### src/rtl/cpu_types_pkg.sv
// Shared CPU datapath types: 32-bit word and the MEM-stage access FSM encoding.
package cpu_types_pkg;
    typedef logic [31:0] word_t;

    typedef enum logic [1:0] {
        IDLE   = 2'd0,
        ACCESS = 2'd1,
        DONE   = 2'd2
    } mem_state_t;
endpackage

### src/rtl/pipeline_memory_stage.sv
// MEM-stage data-cache access controller: request registered one cycle after the op is seen, result valid on entry to DONE.
// mem_busy stalls the EX/MEM latch until the access ends; DONE parks until pipe_advance so a stalled op never reissues.
module pipeline_memory_stage
    import cpu_types_pkg::*;
#(
    parameter int WAIT_MAX = 255,
    parameter int CNT_W    = 8
) (
    input  logic  CLK,
    input  logic  RST,
    input  logic  m_dREN,
    input  logic  m_dWEN,
    input  logic  m_datomic,
    input  logic  m_halt,
    input  word_t m_port_o,
    input  word_t m_rdat2,
    input  logic  pipe_advance,
    input  logic  dhit,
    input  word_t dmemload,
    output logic  dmemREN,
    output logic  dmemWEN,
    output logic  datomic,
    output word_t dmemaddr,
    output word_t dmemstore,
    output word_t m_dload,
    output logic  mem_busy,
    output logic  halt,
    output logic  align_err,
    output logic  mem_timeout
);

    mem_state_t       r_state;
    logic [CNT_W-1:0] r_cnt;
    logic             w_memop;
    logic             w_misal;

    assign w_memop = m_dREN | m_dWEN;
    assign w_misal = (m_port_o[1:0] != 2'b00);

    always_ff @(posedge CLK or posedge RST) begin
        if (RST) begin
            r_state     <= IDLE;
            r_cnt       <= '0;
            dmemREN     <= 1'b0;
            dmemWEN     <= 1'b0;
            datomic     <= 1'b0;
            dmemaddr    <= '0;
            dmemstore   <= '0;
            m_dload     <= '0;
            halt        <= 1'b0;
            align_err   <= 1'b0;
            mem_timeout <= 1'b0;
        end else begin
            case (r_state)
                IDLE: begin
                    if (m_halt)
                        halt <= 1'b1;
                    if (!halt && w_memop) begin
                        if (w_misal) begin
                            align_err <= 1'b1;
                            m_dload   <= '0;
                            r_state   <= DONE;
                        end else begin
                            dmemaddr  <= m_port_o;
                            dmemstore <= m_rdat2;
                            dmemREN   <= m_dREN;
                            // A simultaneous read+write request is treated as a read.
                            dmemWEN   <= m_dWEN & ~m_dREN;
                            datomic   <= m_datomic;
                            r_cnt     <= '0;
                            r_state   <= ACCESS;
                        end
                    end
                end
                ACCESS: begin
                    if (dhit) begin
                        // Plain stores leave the previous result; SC returns its status word.
                        if (dmemREN || datomic)
                            m_dload <= dmemload;
                        dmemREN <= 1'b0;
                        dmemWEN <= 1'b0;
                        datomic <= 1'b0;
                        r_state <= DONE;
                    end else if (r_cnt == CNT_W'(WAIT_MAX - 1)) begin
                        mem_timeout <= 1'b1;
                        m_dload     <= '0;
                        dmemREN     <= 1'b0;
                        dmemWEN     <= 1'b0;
                        datomic     <= 1'b0;
                        r_state     <= DONE;
                    end else begin
                        r_cnt <= r_cnt + 1'b1;
                    end
                end
                DONE: begin
                    if (pipe_advance)
                        r_state <= IDLE;
                end
                default: r_state <= IDLE;
            endcase
        end
    end

    always_comb begin
        mem_busy = 1'b0;
        case (r_state)
            IDLE:    mem_busy = w_memop & ~halt;
            ACCESS:  mem_busy = 1'b1;
            default: mem_busy = 1'b0;
        endcase
        if (RST)
            mem_busy = 1'b0;
    end

endmodule

### config.mk
export PLATFORM = sky130hd
export DESIGN_NAME = pipeline_memory_stage
export DESIGN_NICKNAME = d
export VERILOG_FILES = /design/src/rtl/cpu_types_pkg.sv /design/src/rtl/pipeline_memory_stage.sv
export SDC_FILE = /design/constraint.sdc
export NUM_CORES = 1
export LEC_CHECK = 0
export BUFFER_PORTS_ARGS = -buffer_cell sky130_fd_sc_hd__buf_2
export CAP_MARGIN = 20
export CORE_AREA = 2 2 107 109
export CTS_BUF_LIST = sky130_fd_sc_hd__clkbuf_8
export DETAILED_ROUTE_END_ITERATION = 10
export DIE_AREA = 0 0 109 111
export PLACE_DENSITY = 0.72
export SYNTH_ARGS = -nofsm -noshare
export SYNTH_HDL_FRONTEND = slang
export SYNTH_SLANG_ARGS = --single-unit
### constraint.sdc
create_clock -name CLK -period 6.5 [get_ports CLK]
set_input_delay 0.325 -clock CLK [delete_from_list [all_inputs] [get_ports CLK]]
set_output_delay 0.325 -clock CLK [all_outputs]
set_load 0.01 [all_outputs]
==> flow_summary_export.csv <==
group,metric,value,unit
sta,drv_slew,0,
global_route,antenna_found_initial,0,
synth,synth_cell_types,34,
worst_setup_path,critical-path-slowest-cell,"dfrtp_1",
worst_setup_path,crit_buf_inv,1,
clock_tree,htree_num_levels,3,
clock_tree,insertion_delay,0.36,ns
global_route,grt_pass1_vias,3813,
synth,ys_ff_latch,112,
synth,synth.most_common_cell,"nand2_1",
global_route,track_usage,17.6,%
floorplan,initial_core_util,39.6,%
floorplan,core_area,11100,µm²
clock_tree,post-cts-setup-buffers,0,
clock_tree,clockBufferDepth,2,
drt,dr.pass1.iters,4,
placed_design,gp_congestion,0.834,
worst_setup_path,worstPathRequired,6.75,ns
worst_setup_path,crit_chain,"nor2_1 > and3_2 > buf_12 > o21ai_0 > a22o_1",
clock_tree,cts_hold_buf,0,
drt,wl_per_cell,13.4,µm
floorplan,rows,39,
floorplan,die_y,111,µm
drt,first_iter_violations,210,
placed_design,portBuffers,206,
cells_and_area,area_growth,31.6,%
sta,relSlewSlack,50.3,%
sta,worstMarginPinSlew,0.746,ns
synth,syn-instance-count,427,
cells_and_area,antennaDiodeCount,0,
synth,syn-cell-area,4390,µm²
synth,yosysSeqAreaShare,63.8,%
sta,tns,0,ns
sta,min_period,1.94,ns
sta,setup_viol,0,
run,drv_cap,0,
clock_tree,cts_root_buf,"clkbuf_8",
sta,skew,0.0122,ns
worst_setup_path,worstPathMaxFanout,52,
clock_tree,cts_tree,"built",
synth,synth-compound-area-share,11.0,%
power,p_leak,3.40,nW
worst_setup_path,critical-path-top-delay-family,"simple AND/OR/NAND/NOR gates",
worst_setup_path,critPathLaunch,"r_state[0]$_DFFE_PP0P_",
synth,synth-xor-area-share,0,%
sta,final_hold_viol_count,0,
clock_tree,post_cts_resized,0,
synth,synth-edff-count,0,
synth,synth_top_flop_cell,"dfrtp_1",
worst_setup_path,r2r_start,"r_state[0]$_DFFE_PP0P_",
synth,muxShareOfSynthArea,0.969,%
synth,yosys.area_share.simple,20.5,%
sta,fin_hold_ws,0.0344,ns
worst_setup_path,cpPeakStageDelay,0.47,ns
global_route,grt_max_degree,68,
drt,drt_wl_total,10.3,mm
synth,synth_top_family_by_area,"simple AND/OR/NAND/NOR gates",
power,ir_drop,0.114,mV
synth,synth_top_area_share,63.8,%
synth,synth_top_area_cell,"dfrtp_1",
worst_setup_path,criticalPathCategory,"reg -> reg",
clock_tree,clock_sink_count,112,
floorplan,dieWidth,109,µm
synth,synthesis.nets,533,
drt,ant_nets,0,
sta,fin_crit_sh,29.8,%
floorplan,die_area,12100,µm²
global_route,grt_pass1_wl,17.1,mm
drt,num_vias,3653,
clock_tree,cts_buffers,9,
cells_and_area,drive_gt1_share,37.7,%
global_route,overflow,0,
worst_setup_path,critical_path_arrival,2.19,ns
worst_setup_path,start_kind,"flop",
power,p_per_area,281,nW/µm²
synth,ys_top_cells_by_area,"dfrtp_1 64%, nand2_1 17%, a22o_1 7.2%",
clock_tree,clkTransAtPathRegs,0.10,ns
synth,synth_common_cells,"194 x nand2_1, 112 x dfrtp_1, 36 x a22o_1, 10 x clkbuf_1",
synth,ys_warn_count,0,
synth,synth-async-reset-ratio,100,%
status,status,"completed",
floorplan,ios,207,
worst_setup_path,cp-end-kind,"flop",
synth,synthAdderAreaFrac,0.570,%
drt,viasPerCell,4.72,
sta,fmax,517,MHz
synth,synth.avg_cell_area,10.3,µm²
cells_and_area,nets,732,
placed_design,dp_hpwl,7.31,mm
sta,rsz0062_at_grt,"false",
drt,drc,0,
min_path,hold_class,"in -> async",
stage by stage:
stage / setup slack, ns / cells / power [mW] / util (%) / cell area [µm²]
after floorplan: 3.22 / 427 / 1.01 / - / 4390
final: 4.56 / 774 / 1.62 / 52.2 / 5780
after detailed placement: 4.10 / 756 / 1.18 / 49.8 / 5510
after CTS: 4.08 / 772 / 1.64 / 51.8 / 5740
after global routing: 4.42 / 774 / 1.72 / 52.2 / 5780
after global placement: 4.22 / 756 / 1.17 / 49.8 / 5510
where the power goes:
group | switching, mW | leakage, nW | internal (mW)
logic | 0.162 | 1.78 | 0.141
clock network | 0.224 | 0.117 | 0.238
registers | 0.0570 | 1.50 | 0.799
cells in the final DEF, fill, tap and decap left out, types with 2 or more instances in the layout:
cell type    n
clkbuf_8    11
buf_4        2
mux2_2       2
ha_1         2
o21ai_0      9
and2_1       2
bufinv_16    2
nor3_1       6
nor2_1       7
a22o_1      36
inv_1        6
dfrtp_1    112
buf_2      206
nor2b_1      2
mux2i_1      2
nand3_2      2
nand2_1    194
a21oi_1      2
nand3_1      2
a21o_1       3
cell type report:
class	count	area [µm²]
clock inverters	5	80.1
fillers	1016	5300
inverters	6	25.0
flip-flops and latches	112	2800
well taps	143	179
multi-input cells	287	1460
clock buffers	11	151
repair buffers	210	1080
cell families (layout without fill, tap and decap cells):
| group | Yosys count | after routing |
|---|---|---|
| and+or+nand+nor | 222 | 222 |
| muxes | 4 | 4 |
| AOI/OAI and AO/OA | 59 | 59 |
| DFF | 112 | 112 |
| buffers and inverters | 28 | 232 |
| adders and majority gates | 2 | 2 |
state kept, by name, indices dropped and copies added, names as in the netlist:
register	count
m_dload	32
dmemWEN	1
dmemREN	1
align_err	1
datomic	1
r_state	2
halt	1
dmemstore	32
r_cnt	8
dmemaddr	32
mem_timeout	1
routing by layer:
layer / track usage (%) / wire (µm) / up-vias
li1: - / - / 1786
met1: 21.5 / 4300 / 1718
met2: 30.3 / 5140 / 136
met3: 3.53 / 724 / 13
met4: 6.84 / 172 / 0
met5: 0 / 0 / -
path summary, 6_finish.rpt:
check / end / slack [ns] / cells past startpoint
worst max register to register: r_cnt[5]$_DFFE_PP0P_ / 4.56 / 5
worst min-delay path: m_dload[30]$_DFFE_PP0P_ / 0.03 / 2
worst max-delay path: r_cnt[5]$_DFFE_PP0P_ / 4.56 / 5
worst min register to register: dmemaddr[11]$_DFFE_PP0P_ / 0.48 / 2
max in group asynchronous: dmemaddr[29]$_DFFE_PP0P_ / 5.24 / 3
min in group CLK: dmemaddr[25]$_DFFE_PP0P_ / 0.14 / 3
worst reg2reg max path, stage by stage, from the launching register on:
cell	delay (ns)
dfrtp_1	0.47
nor2_1	0.28
and3_2	0.44
buf_12	0.28
o21ai_0	0.13
a22o_1	0.23
(Power assumes the default switching activity.)
